**src/rtl/key_debounce_pkg.sv**
```systemverilog
// Shared definitions for the key debouncer: FSM state encodings,
// default timing parameters and a counter-width helper.
package key_debounce_pkg;

  // 20 ms of stable samples at 27 MHz, minus one.
  localparam int DEF_DEBOUNCE_CNT = 539_999;
  // Number of debounce periods held before a long-press event (1 s).
  localparam int DEF_LONG_TICKS   = 50;

  typedef enum logic [1:0] {
    ST_IDLE         = 2'd0,
    ST_PRESS_WAIT   = 2'd1,
    ST_PRESSED      = 2'd2,
    ST_RELEASE_WAIT = 2'd3
  } state_e;

  // Bits needed to hold 0..max_val; never less than one bit.
  function automatic int counter_width(input int max_val);
    return (max_val < 1) ? 1 : $clog2(max_val + 1);
  endfunction

endpackage

```
**src/rtl/sync_2ff.sv**
```systemverilog
// Two-flop synchronizer for a single asynchronous bit. Both flops load
// RST_VAL while rst is high so the output starts from a known level.
module sync_2ff #(
  parameter logic RST_VAL = 1'b0
) (
  input  logic clk,
  input  logic rst,
  input  logic d,
  output logic q
);

  logic meta_q, meta_d;
  logic sync_q, sync_d;

  // Next values: first stage captures the pin, second stage the first.
  always_comb begin
    meta_d = d;
    sync_d = meta_q;
  end

  // Synchronizer flops with synchronous reset to the idle level.
  always_ff @(posedge clk) begin
    if (rst) begin
      meta_q <= RST_VAL;
      sync_q <= RST_VAL;
    end else begin
      meta_q <= meta_d;
      sync_q <= sync_d;
    end
  end

  assign q = sync_q;

endmodule

```
**src/rtl/key_debounce.sv**
```systemverilog
// Push-button debouncer with press, release and long-press events.
// Handshake: none; every event output is a registered single-cycle pulse
// that the consumer samples on the clock edge where it is high, with no
// back-pressure. key_level is a registered level (1 = debounced pressed).
module key_debounce
  import key_debounce_pkg::*;
#(
  parameter int DEBOUNCE_CNT = DEF_DEBOUNCE_CNT,
  parameter int LONG_TICKS   = DEF_LONG_TICKS
) (
  input  logic       clk,
  input  logic       rst,
  input  logic       key_in,
  output logic       key_level,
  output logic       key_press,
  output logic       key_release,
  output logic       key_long,
  output logic [1:0] dbg_state
);

  localparam int CW = counter_width(DEBOUNCE_CNT);
  localparam int TW = counter_width(LONG_TICKS);
  localparam logic [CW-1:0] CNT_MAX   = CW'(DEBOUNCE_CNT);
  localparam logic [TW-1:0] TICK_MAX  = TW'(LONG_TICKS);
  localparam logic [TW-1:0] TICK_LAST = TW'(LONG_TICKS - 1);

  logic key_in_sync;
  logic key_sync;

  state_e        state_q, state_d;
  logic [CW-1:0] cnt_q, cnt_d;
  logic [TW-1:0] tick_q, tick_d;
  logic          press_q, press_d;
  logic          release_q, release_d;
  logic          long_q, long_d;

  // The pin idles high (released), so the synchronizer resets to 1.
  sync_2ff #(
    .RST_VAL (1'b1)
  ) u_sync (
    .clk (clk),
    .rst (rst),
    .d   (key_in),
    .q   (key_in_sync)
  );

  // Active-low pin: invert so key_sync = 1 means pressed.
  assign key_sync = ~key_in_sync;

  // Next-state logic: each wait state needs DEBOUNCE_CNT+1 consecutive
  // agreeing samples; any disagreeing sample drops back without an event.
  always_comb begin
    state_d   = state_q;
    cnt_d     = cnt_q;
    tick_d    = tick_q;
    press_d   = 1'b0;
    release_d = 1'b0;
    long_d    = 1'b0;
    case (state_q)
      ST_IDLE: begin
        if (key_sync) begin
          state_d = ST_PRESS_WAIT;
          cnt_d   = '0;
        end
      end
      ST_PRESS_WAIT: begin
        if (!key_sync) begin
          state_d = ST_IDLE;
          cnt_d   = '0;
        end else if (cnt_q == CNT_MAX) begin
          state_d = ST_PRESSED;
          cnt_d   = '0;
          tick_d  = '0;
          press_d = 1'b1;
        end else begin
          cnt_d = cnt_q + 1'b1;
        end
      end
      ST_PRESSED: begin
        if (!key_sync) begin
          state_d = ST_RELEASE_WAIT;
          cnt_d   = '0;
        end else if (cnt_q == CNT_MAX) begin
          // One debounce period elapsed while held; tick saturates so the
          // long event can only fire on the single transition into TICK_MAX.
          cnt_d = '0;
          if (tick_q != TICK_MAX) begin
            tick_d = tick_q + 1'b1;
            if (tick_q == TICK_LAST) long_d = 1'b1;
          end
        end else begin
          cnt_d = cnt_q + 1'b1;
        end
      end
      ST_RELEASE_WAIT: begin
        if (key_sync) begin
          // Release bounce: resume the press, keeping the hold time so far.
          state_d = ST_PRESSED;
          cnt_d   = '0;
        end else if (cnt_q == CNT_MAX) begin
          state_d   = ST_IDLE;
          cnt_d     = '0;
          tick_d    = '0;
          release_d = 1'b1;
        end else begin
          cnt_d = cnt_q + 1'b1;
        end
      end
      default: begin
        state_d = ST_IDLE;
        cnt_d   = '0;
        tick_d  = '0;
      end
    endcase
  end

  // FSM registers and registered event pulses; reset wins over everything.
  always_ff @(posedge clk) begin
    if (rst) begin
      state_q   <= ST_IDLE;
      cnt_q     <= '0;
      tick_q    <= '0;
      press_q   <= 1'b0;
      release_q <= 1'b0;
      long_q    <= 1'b0;
    end else begin
      state_q   <= state_d;
      cnt_q     <= cnt_d;
      tick_q    <= tick_d;
      press_q   <= press_d;
      release_q <= release_d;
      long_q    <= long_d;
    end
  end

  assign key_level   = (state_q == ST_PRESSED) || (state_q == ST_RELEASE_WAIT);
  assign key_press   = press_q;
  assign key_release = release_q;
  assign key_long    = long_q;
  assign dbg_state   = state_q;

endmodule
```
**config.mk**
```make
export PLATFORM = sky130hd
export DESIGN_NAME = key_debounce
export DESIGN_NICKNAME = d
export VERILOG_FILES = /design/src/rtl/key_debounce_pkg.sv /design/src/rtl/sync_2ff.sv /design/src/rtl/key_debounce.sv
export SDC_FILE = /design/constraint.sdc
export NUM_CORES = 1
export LEC_CHECK = 0
export ABC_CLOCK_PERIOD_IN_PS = 5700
export CORE_AREA = 2 2 85 87
export CTS_BUF_LIST = sky130_fd_sc_hd__clkbuf_16
export DETAILED_ROUTE_END_ITERATION = 16
export DIE_AREA = 0 0 87 89
export PLACE_DENSITY = 0.47
export SYNTH_ARGS = -nofsm -noshare
export SYNTH_HDL_FRONTEND = slang
export SYNTH_SLANG_ARGS = --single-unit
```
**constraint.sdc**
```tcl
create_clock -name clk -period 5.7 [get_ports clk]
set_input_delay 1.14 -clock clk [delete_from_list [all_inputs] [get_ports clk]]
set_output_delay 1.14 -clock clk [all_outputs]
set_load 0.005 [all_outputs]
```
==> flow_metrics.env <==
export IMPL_drt_pass1_iter_count=4
export IMPL_clock_latency_ns=0.27
export IMPL_syn_nets=257
export IMPL_fill_cells=704
export IMPL_fp_coreArea_sq_mm=0.00672
export IMPL_clockBufferDepth=2
export IMPL_wl_met3_microns=116
export IMPL_fin_setup_tns_ns=0
export IMPL_hp_class="reg2reg"
export IMPL_clock_fmax_ghz=0.324
export IMPL_stdcell_count=327
export IMPL_cts_post_setup_buffers_inserted=0
export IMPL_dpl_hpwl_mm=3.17
export IMPL_cp_start_kind="register"
export IMPL_yosys_warnings=0
export IMPL_drt_iter0_drc=110
export IMPL_crit_buf_inv=2
export IMPL_met1Wirelength_mm=2.49
export IMPL_avgViaCountPerCell=5.42
export IMPL_fin_crit_sh_pct=54.1
export IMPL_final_area_sq_mm=0.00222
export IMPL_fp_dieW_microns=87
export IMPL_antenna_found_initial=0
export IMPL_grt_pass1_wl_mm=8.51
export IMPL_numCtsBuffers=5
export IMPL_ys_seq_area_share_pct=33.5
export IMPL_worst_setup_hold_path_clk_slew_ns=0.05
export IMPL_place_gp_congestion=0.729
export IMPL_critPathMaxStageDelay_ns=0.44
export IMPL_dp_cells=320
export IMPL_end_kind="output port"
export IMPL_max_slew_margin_rel_pct=57.5
export IMPL_wl_met2_mm=2.12
export IMPL_remaining_drc_errors=0
export IMPL_post_cts_hold_buffer_count=0
export IMPL_hold_violations=0
export IMPL_irDropWorstVdd_v=0.0000856
export IMPL_ioPinCount=9
export IMPL_rsz0062_at_grt="false"
export IMPL_ant_nets=0
export IMPL_crit_family="buffers and inverters"
export IMPL_cellPowerDensity_mw_per_mm2=241
export IMPL_postLayoutCoreUtil_pct=33.1
export IMPL_ys_ff_latch=33
export IMPL_grt_pass1_vias=1704
export IMPL_multi_input_area_sq_mm=0.00122
export IMPL_cts_tree="built"
export IMPL_power_uw=537
export IMPL_ctsHtreeMaxLevel=2
export IMPL_synthFlopType="dfxtp_1"
export IMPL_required_ns=4.56
export IMPL_finalSetupViolCount=0
export IMPL_antennaDiodeCount=0
export IMPL_arrival_ns=1.94
export IMPL_chipHeight_microns=89
export IMPL_synth_area_sq_mm=0.00197
export IMPL_async_flop_share_pct=0
export IMPL_critPathSlowestCell="clkdlybuf4s50_1"
export IMPL_wirelength_mm=4.78
export IMPL_cts_repair_resized=0
export IMPL_dieArea_sq_mm=0.00774
export IMPL_std_cell_rows=30
export IMPL_grt_start_max_net_pins=37
export IMPL_cellLeakagePower_nw=0.732
export IMPL_post_dp_cell_area_sq_mm=0.00209
export IMPL_top_layer_used="met4"
export IMPL_cap_violations=0
export IMPL_path_cells="inv_1 > ha_1 > or2_2 > clkdlybuf4s50_1"
export IMPL_port_buffers=8
export IMPL_cts_root_buf="clkbuf_16"
export IMPL_layout_nets=259
export IMPL_synthCells=245
export IMPL_ys_types=51
export IMPL_clock_sinks=33
export IMPL_syn2layout_area_growth_pct=12.8
export IMPL_clock_skew_ns=0.00358
export IMPL_grtUsageTotal_pct=13.8
export IMPL_wire_per_inst_microns=14.6
export IMPL_vias=1773
export IMPL_crit_fanout=14
export IMPL_layout_area_seq_sq_um=661
export IMPL_initial_core_util_pct=29.3
export IMPL_drv_slew=0
export IMPL_worst_slew_pin_slew_ns=0.638
export IMPL_outcome="finished clean"
export IMPL_overflow=0
export IMPL_synth_edff_count=0
export IMPL_postSynthAreaPerCell_sq_um=8.05
export IMPL_drive_above_1_share_pct=7.69
export IMPL_crit_type="reg2out"
export IMPL_fin_crit_ns=3.08
## cell usage in the layout (no fill, tap or decap), types with 2 or more instances in the layout
| cell type | n |
|---|---|
| a21oi_1 | 12 |
| a211oi_1 | 2 |
| nor3b_1 | 5 |
| inv_1 | 7 |
| clkbuf_16 | 5 |
| nand3_1 | 13 |
| and4_1 | 7 |
| a31oi_1 | 5 |
| clkdlybuf4s50_1 | 8 |
| or2_2 | 5 |
| o21ai_0 | 28 |
| nor3_1 | 13 |
| nor4_1 | 4 |
| or3_1 | 3 |
| a41oi_1 | 2 |
| mux2i_1 | 2 |
| nor4b_1 | 2 |
| nand2b_1 | 3 |
| and2_1 | 5 |
| ha_1 | 9 |
| nor2_1 | 9 |
| dfxtp_1 | 33 |
| nor2b_1 | 2 |
| nor4bb_1 | 3 |
| and3_1 | 4 |
| nor4_4 | 2 |
| nand2_1 | 27 |
| nand4_1 | 6 |
## routing by layer
metal / up-vias / track usage [%]
met5: - / 0
met4: 0 / 5.54
met3: 5 / 2.86
met2: 22 / 21.4
met1: 827 / 18.8
li1: 919 / -
## stage by stage
| step | hold slack [ns] | setup slack [ns] |
|---|---|---|
| after floorplan | 0.389 | 3.39 |
| after global routing | 0.441 | 2.50 |
| final | 0.407 | 2.62 |
| after CTS | 0.408 | 2.60 |
| after detailed placement | 0.396 | 2.67 |
| after global placement | 0.391 | 2.70 |
## where the power goes
part	leakage (nW)	internal (mW)	switching, mW
clock	0.0685	0.156	0.0929
combinational	0.397	0.0166	0.0347
sequential	0.266	0.233	0.00299
## cell families after synthesis
family          synth area share, %
simple gates                   36.8
compound gates                 18.0
flops                          33.5
buf+inv                        4.57
fa+ha+maj                      5.71
mux                            1.02
xor+xnor                      0.444
## registers in the layout, summed over array words and instances, names as in the netlist, named ones only
name,count
cnt_q,20
tick_q,6
dbg_state,1
key_long,1
key_press,1
key_release,1
u_sync.meta_q,1
u_sync.q,1
## worst paths after layout
path | from | to | slack, ns | depth (start not counted)
setup / recovery | dbg_state[0] | key_level | 2.62 | 4
hold / removal | u_sync.meta_q | u_sync.q | 0.41 | 1
setup reg to reg | register | cnt_q[17] | 3.31 | 7
hold reg to reg | u_sync.meta_q | u_sync.q | 0.41 | 1
## area by class of cell
cell class | count | area share (%)
Multi-Input combinational cell | 192 | 54.9
Sequential cell | 33 | 29.7
Clock inverter | 2 | 0.337
Inverter | 6 | 1.01
Tap cell | 80 | 4.50
Timing Repair Buffer | 9 | 3.94
Clock buffer | 5 | 5.62
## cells in the mapped netlist, types with 4 or more instances
cell type	count	area, sq um
dfxtp_1	33	661
o21ai_0	28	140
nand2_1	27	101
nand3_1	13	65.1
nor3_1	13	65.1
a21oi_1	12	60.1
ha_1	9	113
nor2_1	9	33.8
clkbuf_1	8	30.0
and4_1	7	61.3
inv_1	6	22.5
nand4_1	6	37.5
a31oi_1	5	31.3
and2_1	5	31.3
nor3b_1	5	37.5
or2_2	5	31.3
and3_1	4	25.0
nor4_1	4	25.0
No activity file was read; power rests on OpenSTA's default activity.
